<file path="config.mk">
export PLATFORM = sky130hd
export DESIGN_NAME = ps2mouse_position_flat
export DESIGN_NICKNAME = d
export VERILOG_FILES = /design/src/rtl/ps2mouse_pkg.sv /design/src/rtl/ps2mouse_if.sv /design/src/rtl/ps2mouse_position_axis.sv /design/src/rtl/ps2mouse_position.sv /design/src/flat_wrapper.sv
export SDC_FILE = /design/constraint.sdc
export NUM_CORES = 1
export LEC_CHECK = 0
export CORE_ASPECT_RATIO = 1.4
export CORE_MARGIN = 2
export CORE_UTILIZATION = 28
export CTS_CLUSTER_SIZE = 10
export DETAILED_ROUTE_END_ITERATION = 10
export PLACE_DENSITY = 0.53
export SYNTH_ARGS = -nofsm -noshare
export SYNTH_HDL_FRONTEND = slang
export SYNTH_HIERARCHICAL = 1
export SYNTH_SLANG_ARGS = --single-unit
</file>
<file path="constraint.sdc">
create_clock -name CLOCK -period 4.9 [get_ports CLOCK]
set_input_delay 1.47 -clock CLOCK [delete_from_list [all_inputs] [get_ports CLOCK]]
set_output_delay 1.47 -clock CLOCK [all_outputs]
set_load 0.01 [all_outputs]
</file>
<file path="src/rtl/ps2mouse_pkg.sv">
// rtl/ps2mouse_pkg.sv - shared constants, FSM encoding and packet decode for ps2mouse_position
package ps2mouse_pkg;

  localparam int BTN_L = 0;
  localparam int BTN_R = 1;
  localparam int BTN_M = 2;
  localparam int SYNC  = 3;
  localparam int XS    = 4;
  localparam int YS    = 5;
  localparam int XO    = 6;
  localparam int YO    = 7;

  localparam logic [7:0] ERR_MAX = 8'd255;

  typedef enum logic [1:0] {
    IDLE   = 2'd0,
    SUM    = 2'd1,
    COMMIT = 2'd2
  } state_t;

  // Only the fields the datapath needs are kept once a packet is accepted.
  typedef struct packed {
    logic [2:0] btn;
    logic [8:0] dx;
    logic [8:0] dy;
  } motion_t;

  function automatic motion_t to_motion(logic [23:0] pkt);
    motion_t m;
    m.btn = {pkt[BTN_M], pkt[BTN_R], pkt[BTN_L]};
    m.dx  = {pkt[XS], pkt[15:8]};
    m.dy  = {pkt[YS], pkt[23:16]};
    return m;
  endfunction

endpackage

</file>
<file path="src/rtl/ps2mouse_if.sv">
// rtl/ps2mouse_if.sv - packet input and cursor output bundle for ps2mouse_position
interface ps2mouse_if #(
  parameter int POS_W = 10
);
  logic             iTrig;
  logic [23:0]      iData;
  logic             iRecenter;
  logic [POS_W-1:0] oX;
  logic [POS_W-1:0] oY;
  logic [2:0]       oBtn;
  logic             oTrig;
  logic [7:0]       oErrCnt;

  modport master (
    output iTrig, iData, iRecenter,
    input  oX, oY, oBtn, oTrig, oErrCnt
  );

  modport slave (
    input  iTrig, iData, iRecenter,
    output oX, oY, oBtn, oTrig, oErrCnt
  );
endinterface

</file>
<file path="src/rtl/ps2mouse_position_axis.sv">
// rtl/ps2mouse_position_axis.sv - one cursor axis: signed accumulate, clamp to [0, MAX], recenter
module ps2mouse_axis #(
  parameter int MAX  = 639,
  parameter int INIT = 320,
  parameter int W    = 10
) (
  input  logic              clk,
  input  logic              rst_n,
  input  logic              recenter,
  input  logic              sum_en,
  input  logic              commit_en,
  input  logic signed [9:0] delta,
  output logic [W-1:0]      pos
);

  localparam logic signed [W+1:0] MAX_S = (W+2)'(MAX);

  logic signed [W+1:0] sum_q;
  logic signed [W+1:0] delta_ext;
  logic [W-1:0]        clamped;

  assign delta_ext = (W+2)'(delta);

  // Saturate the unclamped sum into the screen window.
  always_comb begin
    clamped = sum_q[W-1:0];
    if (sum_q < 0) begin
      clamped = '0;
    end else if (sum_q > MAX_S) begin
      clamped = W'(MAX);
    end
  end

  // Sum in the SUM state, publish the clamped value in COMMIT; recenter wins.
  always_ff @(posedge clk or negedge rst_n) begin
    if (!rst_n) begin
      pos   <= W'(INIT);
      sum_q <= '0;
    end else if (recenter) begin
      pos <= W'(INIT);
    end else begin
      if (sum_en) begin
        sum_q <= $signed({2'b00, pos}) + delta_ext;
      end
      if (commit_en) begin
        pos <= clamped;
      end
    end
  end

endmodule

</file>
<file path="src/rtl/ps2mouse_position.sv">
// rtl/ps2mouse_position.sv - relative PS/2 packets to clamped absolute cursor (option: PS2MOUSE_OVF_DROP_EN)
module ps2mouse_position
  import ps2mouse_pkg::*;
#(
  parameter int X_MAX  = 639,
  parameter int Y_MAX  = 479,
  parameter int X_INIT = 320,
  parameter int Y_INIT = 240,
  parameter int POS_W  = 10
) (
  input logic       CLOCK,
  input logic       RST_n,
  ps2mouse_if.slave bus
);

  state_t  state_q, state_d;
  motion_t work_q, pend_q;
  logic    pend_valid_q;
  logic [2:0] btn_q;
  logic       trig_q;
  logic [7:0] err_q;

  logic pkt_ok, trig_ok, err_inc;
  logic load_work_new, load_work_pend, load_pend, clr_pend, drop;
  logic sum_en, commit_en;
  logic signed [9:0] dx_ext, dy_neg;

  // A packet is usable only with the sync bit set (and, optionally, no overflow).
  always_comb begin
`ifdef PS2MOUSE_OVF_DROP_EN
    pkt_ok = bus.iData[SYNC] & ~bus.iData[XO] & ~bus.iData[YO];
`else
    pkt_ok = bus.iData[SYNC];
`endif
  end

  assign trig_ok = bus.iTrig & pkt_ok & ~bus.iRecenter;
  assign err_inc = (bus.iTrig & ~bus.iRecenter & ~pkt_ok) | drop;

  // Next state plus intake routing between working register and pending slot.
  always_comb begin
    state_d        = state_q;
    load_work_new  = 1'b0;
    load_work_pend = 1'b0;
    load_pend      = 1'b0;
    clr_pend       = 1'b0;
    drop           = 1'b0;
    sum_en         = 1'b0;
    commit_en      = 1'b0;
    if (bus.iRecenter) begin
      state_d  = IDLE;
      clr_pend = 1'b1;
    end else begin
      case (state_q)
        IDLE: begin
          if (pend_valid_q) begin
            load_work_pend = 1'b1;
            clr_pend       = 1'b1;
            load_pend      = trig_ok;
            state_d        = SUM;
          end else if (trig_ok) begin
            load_work_new = 1'b1;
            state_d       = SUM;
          end
        end
        SUM: begin
          sum_en    = 1'b1;
          state_d   = COMMIT;
          load_pend = trig_ok & ~pend_valid_q;
          drop      = trig_ok & pend_valid_q;
        end
        COMMIT: begin
          commit_en = 1'b1;
          load_pend = trig_ok & ~pend_valid_q;
          drop      = trig_ok & pend_valid_q;
          if (pend_valid_q) begin
            load_work_pend = 1'b1;
            clr_pend       = 1'b1;
            state_d        = SUM;
          end else begin
            state_d = IDLE;
          end
        end
        default: state_d = IDLE;
      endcase
    end
  end

  // State register.
  always_ff @(posedge CLOCK or negedge RST_n) begin
    if (!RST_n) begin
      state_q <= IDLE;
    end else begin
      state_q <= state_d;
    end
  end

  // Working register and one-deep pending buffer.
  always_ff @(posedge CLOCK or negedge RST_n) begin
    if (!RST_n) begin
      work_q       <= '0;
      pend_q       <= '0;
      pend_valid_q <= 1'b0;
    end else begin
      if (load_work_new) begin
        work_q <= to_motion(bus.iData);
      end else if (load_work_pend) begin
        work_q <= pend_q;
      end
      if (load_pend) begin
        pend_q       <= to_motion(bus.iData);
        pend_valid_q <= 1'b1;
      end else if (clr_pend) begin
        pend_valid_q <= 1'b0;
      end
    end
  end

  // Buttons, update strobe and saturating error counter.
  always_ff @(posedge CLOCK or negedge RST_n) begin
    if (!RST_n) begin
      btn_q  <= 3'b000;
      trig_q <= 1'b0;
      err_q  <= 8'd0;
    end else begin
      trig_q <= bus.iRecenter | commit_en;
      if (commit_en) begin
        btn_q <= work_q.btn;
      end
      if (err_inc && err_q != ERR_MAX) begin
        err_q <= err_q + 8'd1;
      end
    end
  end

  // PS/2 reports up as positive; the screen Y axis grows downward.
  assign dx_ext = {work_q.dx[8], work_q.dx};
  assign dy_neg = 10'sd0 - $signed({work_q.dy[8], work_q.dy});

  ps2mouse_axis #(.MAX(X_MAX), .INIT(X_INIT), .W(POS_W)) u_x (
    .clk       (CLOCK),
    .rst_n     (RST_n),
    .recenter  (bus.iRecenter),
    .sum_en    (sum_en),
    .commit_en (commit_en),
    .delta     (dx_ext),
    .pos       (bus.oX)
  );

  ps2mouse_axis #(.MAX(Y_MAX), .INIT(Y_INIT), .W(POS_W)) u_y (
    .clk       (CLOCK),
    .rst_n     (RST_n),
    .recenter  (bus.iRecenter),
    .sum_en    (sum_en),
    .commit_en (commit_en),
    .delta     (dy_neg),
    .pos       (bus.oY)
  );

  assign bus.oBtn    = btn_q;
  assign bus.oTrig   = trig_q;
  assign bus.oErrCnt = err_q;

endmodule

</file>
<file path="src/flat_wrapper.sv">
// flat-port wrapper written by rule: the top's interface ports become plain ports
module ps2mouse_position_flat import ps2mouse_pkg::*;
#(
  parameter int X_MAX  = 639,
  parameter int Y_MAX  = 479,
  parameter int X_INIT = 320,
  parameter int Y_INIT = 240,
  parameter int POS_W  = 10
)
  (CLOCK, RST_n, bus_iTrig, bus_iData, bus_iRecenter, bus_oX, bus_oY, bus_oBtn, bus_oTrig, bus_oErrCnt);
  ps2mouse_if #(.POS_W(POS_W)) bus_i ();
  input logic CLOCK;
  input logic RST_n;
  input wire logic [$bits(bus_i.iTrig)-1:0] bus_iTrig;
  input wire logic [$bits(bus_i.iData)-1:0] bus_iData;
  input wire logic [$bits(bus_i.iRecenter)-1:0] bus_iRecenter;
  output wire logic [$bits(bus_i.oX)-1:0] bus_oX;
  output wire logic [$bits(bus_i.oY)-1:0] bus_oY;
  output wire logic [$bits(bus_i.oBtn)-1:0] bus_oBtn;
  output wire logic [$bits(bus_i.oTrig)-1:0] bus_oTrig;
  output wire logic [$bits(bus_i.oErrCnt)-1:0] bus_oErrCnt;
  assign bus_i.iTrig = bus_iTrig;
  assign bus_i.iData = bus_iData;
  assign bus_i.iRecenter = bus_iRecenter;
  assign bus_oX = bus_i.oX;
  assign bus_oY = bus_i.oY;
  assign bus_oBtn = bus_i.oBtn;
  assign bus_oTrig = bus_i.oTrig;
  assign bus_oErrCnt = bus_i.oErrCnt;
  ps2mouse_position #(.X_MAX(X_MAX), .Y_MAX(Y_MAX), .X_INIT(X_INIT), .Y_INIT(Y_INIT), .POS_W(POS_W)) u_core (.CLOCK(CLOCK), .RST_n(RST_n), .bus(bus_i));
endmodule
</file>
==> results_dict.tcl, run 1 <==
set metrics [dict create \
    outcome "finished, final reports clean" \
    post_synth_xor_xnor_area_pct 2.75 \
    synth-seq-cells 101 \
    cts-buffers-inserted 9 \
    final_core_utilization_pct 33.6 \
    via_count 4461 \
    fmax_mhz 281 \
    static-leakage-power_nw 3.08 \
    grt_most_used_layer "met2" \
    maximum_number_of_buffers_from_clock_root_to_sink 2 \
    start_util_pct 28.2 \
    overflow 0 \
    cp_data_arrival_time_ns 3.78 \
    total_wire_length_after_detailed_routing_um 14400 \
    rows 62 \
    power.ir.vdd_worst_v 0.000234 \
    clk_pin_slew_ns 0.07 \
    boundaryPins 60 \
    routedWlPerCell_um 16.4 \
    cpPeakStageDelay_ns 0.62 \
    powerDensity_nw_per_um2 545 \
    setup.worst_path.end_class "register" \
    dp_hpwl_um 10500 \
    post-route-period-util_pct 72.5 \
    globalplace.congestion 0.868 \
    yosysWarnings 6 \
    cell_types_occupying_the_most_area_after_synthesis "dfrtp_1 41%, ha_1 6.1%, mux2_4 5.0%, nand2_1 4.5%, o21ai_0 4.4%" \
    wire_length_of_the_first_global_routing_pass_um 23700 \
    synth_top_cell_area_share_pct 41.4 \
    synthAdderAreaFrac_pct 6.80 \
    worst_skew_pair.late_latency_ns 0.35 \
    post_cts.repair.setup_buffers 0 \
    grt_max_degree 48 \
    place.port_buffers 57 \
    diodes 0 \
    min_from "u_core/u_y/sum_q[3]" \
    syn_area_per_cell_um2 10.2 \
    dr.pass1.iters 5 \
    synth_compound_area_share_pct 15.8 \
    cts_hold_buffers 0 \
    synth_top_family_by_area "compound AO/OA/AOI/OAI gates" \
    worstPathCellList "clkdlybuf4s50_1 > nor2b_1 > nand2b_1 > a211o_1 > or3_1" \
    critical_path.reg2reg.startpoint "u_core/work_q[3]" \
    worst_path_max_delay_cell "nor2b_1" \
    clock_tree_from_tritoncts "done" \
    layout.cells.most_common_list "95 x dfrtp_1, 69 x nand2_1, 56 x clkdlybuf4s50_1, 51 x o21ai_0" \
    vias_in_the_first_global_route 4605 \
    post_cts_resize_count 0 \
    fraction_of_layout_instances_using_a_drive_strength_above_1_pct 11.2 \
    track_usage_pct 13.5 \
    cts.sink_count 101 \
    drc_violations_left 0 \
    drc_violation_total_after_the_first_tritonroute_iteration 205 \
    n_fill_cell 2122 \
    number_of_synthesized_flops_with_an_enable_pin 0 \
    initial_antenna_violation_count 0 \
    yosys-mux-area-fraction_pct 11.1 \
    worstPathRequired_ns 5.13 \
    final_nets 677 \
    setup_tns_ns 0 \
    coreArea_um2 20300 \
    synth_top_cell_by_area "dfrtp_1" \
    synthToLayoutAreaGrowth_pct 19.1 \
    vias_per_cell 5.07 \
    worst_slew_pin_slew_ns 0.779 \
    htreeDepth 3 \
    mostFrequentLayoutCell "dfrtp_1" \
    ys_dominant_reg_cell "dfrtp_1" \
    critPathLaunch "bus_iRecenter" \
    synth_async_sr_flop_share_pct 100 \
    ys_types 52 \
    max_cap_violations 0 \
    synthSimpleGateAreaFrac_pct 15.7 \
    fin_skew_ns 0.00827 \
    post_synth_instance_area_um2 5740 \
    worstSetupStartpointType "input pin" \
    netlist_instances 562 \
    number_of_setup_violations_in_the_final_report 0 \
    final_period_minus_worst_setup_slack_ns 3.55 \
    nets_in_the_synthesized_netlist 620 \
    final_worst_hold_slack_ns 0.482 \
    die_width_um 125 \
    groute.layer.met3.usage_pct 2.56 \
    critPathMaxFanout 17 \
    met1_usage_pct 16.0 \
    worst_hold_path_type "register to register" \
    die_area_um2 21700 \
    global_route.usage.met2_pct 24.7 \
    timing.max_slew.rel_slack_pct 48.0 \
    die_h_um 173 \
    route.antenna.remaining_nets 0 \
    clock_tree_root_buffer_cell "clkbuf_16" \
    yosysSeqAreaShare_pct 44.2 \
    grt_setup_unrepaired "no" \
    worst-setup-path-type "input pin to register" \
    hold_violations 0 \
    report.final.slew_viol_count 0 \
]
-- report_power, final --
part | total (mW) | internal, mW | switching (mW)
registers | 1.43 | 1.15 | 0.272
clock network | 0.668 | 0.350 | 0.318
logic | 1.63 | 0.775 | 0.859
-- state kept, by name, indices dropped and copies added, names as in the netlist --
register / count
u_core/pend_valid_q: 1
u_core/dx_ext: 9
u_core/u_y/pos: 10
u_core/bus.oErrCnt: 8
u_core/u_x/pos: 10
u_core/work_q: 12
u_core/bus.oTrig: 1
u_core/u_y/sum_q: 12
u_core/state_q: 2
u_core/pend_q: 21
u_core/bus.oBtn: 3
u_core/u_x/sum_q: 12
-- metal layers --
metal	part of all wire, %	vias to the layer above
li1	-	2151
met1	41	2198
met2	54	100
met3	3.7	12
met4	1.2	0
met5	0	-
-- cell families (layout without fill, tap and decap cells) --
group,after synthesis,after routing
compound gates,141,141
xor+xnor,18,18
simple gates,180,180
buf+inv,39,101
mux,53,53
flops,101,101
fa+ha+maj,30,30
-- synthesized netlist by cell type, types with 3 or more instances --
| master | instances |
|---|---|
| o211ai_1 | 13 |
| a21o_1 | 12 |
| nor2_1 | 19 |
| and3_1 | 6 |
| inv_1 | 18 |
| a21oi_1 | 28 |
| ha_1 | 28 |
| dfrtp_1 | 95 |
| nand2_1 | 69 |
| dfstp_2 | 6 |
| o21a_1 | 4 |
| xor2_1 | 9 |
| nand3_1 | 18 |
| or3_1 | 7 |
| buf_6 | 3 |
| nand2b_1 | 4 |
| nor4_1 | 3 |
| buf_2 | 6 |
| mux2_2 | 9 |
| o31ai_1 | 3 |
| nand3b_1 | 4 |
| a21oi_2 | 4 |
| nor2b_1 | 8 |
| mux2i_1 | 25 |
| nor3b_1 | 8 |
| mux2_4 | 19 |
| o21ai_0 | 51 |
| xnor2_1 | 9 |
| or4_1 | 4 |
| a211o_1 | 5 |
| nor3_1 | 18 |
| a311oi_1 | 3 |
| nand4_1 | 4 |
| clkbuf_1 | 10 |
-- final timing paths --
check	slack [ns]	depth (start not counted)	end
max	1.35	5	u_core/u_y/sum_q[9]
min	0.48	2	u_core/u_y/sum_q[3]
max reg2reg	2.02	9	u_core/u_y/sum_q[9]
min reg2reg	0.48	2	u_core/u_y/sum_q[3]
max in group asynchronous	2.90	2	u_core/u_x/pos[6]
min in group asynchronous	1.13	1	u_core/u_x/sum_q[3]
-- cell type report --
cell class	instances	area [µm²]	share of cell area (%)
repair buffers	67	643	9.41
inverters	18	67.6	0.989
clock inverters	4	35.0	0.513
well taps	256	320	4.69
multi-input cells	422	3000	43.8
flip-flops and latches	101	2530	37.1
clock buffers	12	236	3.46
-- worst max-delay path, delay by kind of cell --
| family | cells | cell delay, ns |
|---|---|---|
| AO/OA/AOI/OAI | 1 | 0.41 |
| AND/OR/NAND/NOR | 3 | 1.47 |
| buffers and inverters | 1 | 0.43 |
-- through the flow --
stage               instances  area, µm²  worst slack (ns)  total power [mW]
finish                    880       6830              1.35              3.73
global route              880       6830              1.20              4.02
CTS                       880       6830              1.31              3.76
detailed placement        864       6560             0.930              3.07
global placement          864       6560              1.02              3.01
floorplan                 562       5740              2.25              2.59
Power figures use the tool's default switching activity.
==> run 2: changes to the inputs <==
--- a/config.mk
+++ b/config.mk
@@ -10,7 +10,7 @@
 export CORE_UTILIZATION = 28
 export CTS_CLUSTER_SIZE = 10
 export DETAILED_ROUTE_END_ITERATION = 10
-export PLACE_DENSITY = 0.53
+export PLACE_DENSITY = 0.55
 export SYNTH_ARGS = -nofsm -noshare
 export SYNTH_HDL_FRONTEND = slang
 export SYNTH_HIERARCHICAL = 1
==> constraint.sdc (replaced) <==
create_clock -name CLOCK -period 3.22 [get_ports CLOCK]
set_input_delay 0.966 -clock CLOCK [delete_from_list [all_inputs] [get_ports CLOCK]]
set_output_delay 0.966 -clock CLOCK [all_outputs]
set_load 0.01 [all_outputs]
==> run 2 against run 1 <==
  * Utilization is 0.49 points higher
  * Clock power grew 71%
  * Via count hardly changed
  * Combinational power rose by 53%
  * Highest routed layer unchanged
  * Critical path depth is 4 higher
  * Power grew 56%
  * Clock skew rose by 0.0024 ns
==> results_dict.tcl, run 2 (same netlist as run 1, synthesis figures left out) <==
set metrics [dict create \
    outcome "finished, final reports clean" \
    htreeDepth 3 \
    fin_skew_ns 0.0107 \
    worst_hold_path_type "register to register" \
    dp_hpwl_um 10400 \
    routedWlPerCell_um 16.0 \
    die_h_um 173 \
    setup_tns_ns 0 \
    cp_data_arrival_time_ns 3.06 \
    grt_setup_unrepaired "no" \
    r2r.worst_path.cells 9 \
    final_period_minus_worst_setup_slack_ns 2.82 \
    setup.worst_path.end_class "register" \
    hold_end "u_core/u_y/sum_q[3]" \
    groute.layer.met3.usage_pct 2.56 \
    rr_endpoint "u_core/u_y/sum_q[9]" \
    grt_max_degree 64 \
    worstPathRequired_ns 3.46 \
    report.final.slew_viol_count 0 \
    dr.pass1.iters 4 \
    regMostFlops "u_core/pend_q" \
    critPathMaxFanout 8 \
    drc_violations_left 0 \
    largest_reg_flops 21 \
    die_area_um2 21700 \
    via_count 4465 \
    min_path_cells 2 \
    worstSetupStartpointType "register" \
    coreArea_um2 20300 \
    place.port_buffers 57 \
    vias_in_the_first_global_route 4621 \
    worst-setup-path-type "register to register" \
    inst_count_dp 871 \
    diodes 0 \
    drc_violation_total_after_the_first_tritonroute_iteration 292 \
    timing.max_slew.rel_slack_pct 51.1 \
    clk_pin_slew_ns 0.08 \
    worstPathCellList "nor4_1 > nand2b_1 > nor3_1 > xnor2_1 > ha_1 > a21oi_2 > o211ai_1 > o2111a_1 > or3_1" \
    clock_tree_from_tritoncts "done" \
    post_cts_resize_count 0 \
    n_fill_cell 2097 \
    min_from "u_core/u_y/sum_q[3]" \
    met1_usage_pct 15.3 \
    cts_hold_buffers 0 \
    fmax_mhz 355 \
    fraction_of_layout_instances_using_a_drive_strength_above_1_pct 12.7 \
    route.antenna.remaining_nets 0 \
    globalplace.congestion 0.866 \
    post_cts.repair.setup_buffers 0 \
    die_width_um 125 \
    initial_antenna_violation_count 0 \
    wire_length_of_the_first_global_routing_pass_um 23600 \
    post-route-period-util_pct 87.5 \
    total_wire_length_after_detailed_routing_um 14200 \
    least_setup_slack_across_all_paths_after_layout_ns 0.404 \
    cts.sink_count 101 \
    post-place-ws_ns 0.239 \
    vias_per_cell 5.03 \
    final_cell_count_no_fill 887 \
    grt_most_used_layer "met2" \
    overflow 0 \
    final_nets 684 \
    global_route.usage.met2_pct 25.0 \
    mostFrequentLayoutCell "dfrtp_1" \
    layout.cells.most_common_list "95 x dfrtp_1, 69 x nand2_1, 56 x clkdlybuf4s50_1, 51 x o21ai_0" \
    power.ir.vdd_worst_v 0.000409 \
    cts-buffers-inserted 9 \
    track_usage_pct 13.5 \
    critical_path.reg2reg.startpoint "u_core/work_q[5]" \
    rows 62 \
    synthToLayoutAreaGrowth_pct 20.8 \
    number_of_setup_violations_in_the_final_report 0 \
    total_power_mw 5.81 \
    worst_skew_pair.late_latency_ns 0.36 \
    start_util_pct 28.2 \
    static-leakage-power_nw 3.14 \
    powerDensity_nw_per_um2 837 \
    hold_violations 0 \
    cpPeakStageDelay_ns 0.42 \
    max_cap_violations 0 \
    clock_tree_root_buffer_cell "clkbuf_16" \
    worst_path_max_delay_cell "dfrtp_1" \
    setup.reg_to_reg.worst_slack_ns 0.40 \
    worst_slew_pin_slew_ns 0.729 \
    boundaryPins 60 \
    maximum_number_of_buffers_from_clock_root_to_sink 2 \
]
-- run 2: cell types whose count changed in the layout (fill, tap and decap cells not counted) --
| cell | change |
|---|---|
| buf_4 | +6 |
| clkinv_2 | +1 |
| buf_12 | +1 |
| bufinv_16 | +1 |
| clkinvlp_4 | +1 |
| clkbuf_1 | -3 |
| clkinv_4 | -2 |
| inv_8 | +1 |
| inv_6 | +1 |
-- run 2: cell type report --
| class | instances | area [µm²] | area share [%] |
|---|---|---|---|
| tap | 256 | 320 | 4.62 |
| sequential | 101 | 2530 | 36.6 |
| clock inverter | 7 | 80.1 | 1.16 |
| inverter | 18 | 67.6 | 0.975 |
| timing repair buffer | 74 | 708 | 10.2 |
| clock buffer | 9 | 225 | 3.25 |
| multi-input combinational | 422 | 3000 | 43.2 |
-- run 2: worst max path at each step --
stage,end,startpoint,slack [ns]
finish,u_core/u_y/sum_q[9],u_core/work_q[5],0.40
global route,u_core/u_y/sum_q[9],u_core/work_q[5],0.23
floorplan,u_core/u_y/sum_q[9],u_core/work_q[3],0.68
CTS,u_core/u_y/sum_q[9],u_core/work_q[5],0.39
global placement,u_core/pend_q[14],bus_iRecenter,0.27
detailed placement,u_core/pend_q[5],bus_iRecenter,0.24
-- run 2: stage by stage --
stage                     area (µm²)  hold slack, ns  util, %
after detailed placement        6630           0.471     32.6
after global routing            6930           0.511     34.1
after CTS                       6930           0.490     34.1
after global placement          6630           0.462     32.6
after floorplan                 5740           0.440        -
final                           6930           0.484     34.1
-- run 2: report_power, final --
group          internal, mW  switching (mW)
Sequential             1.76           0.414
Clock                 0.614           0.522
Combinational          1.20            1.30
-- run 2: metal layers --
metal | vias up | share of wire, % | routed length, µm
met2 | 81 | 54 | 7590
met5 | - | 0 | 0
met1 | 2205 | 42 | 5900
met4 | 0 | 1.2 | 167
li1 | 2162 | - | -
met3 | 17 | 3.6 | 512
-- run 2: critical path, delay by kind of cell (launching register included) --
kind / cells / cell delay, ns
AO/OA/AOI/OAI: 3 / 0.58
XOR/XNOR: 1 / 0.12
adder cells (fa/ha/maj): 1 / 0.42
flip-flops: 1 / 0.42
AND/OR/NAND/NOR: 4 / 1.16
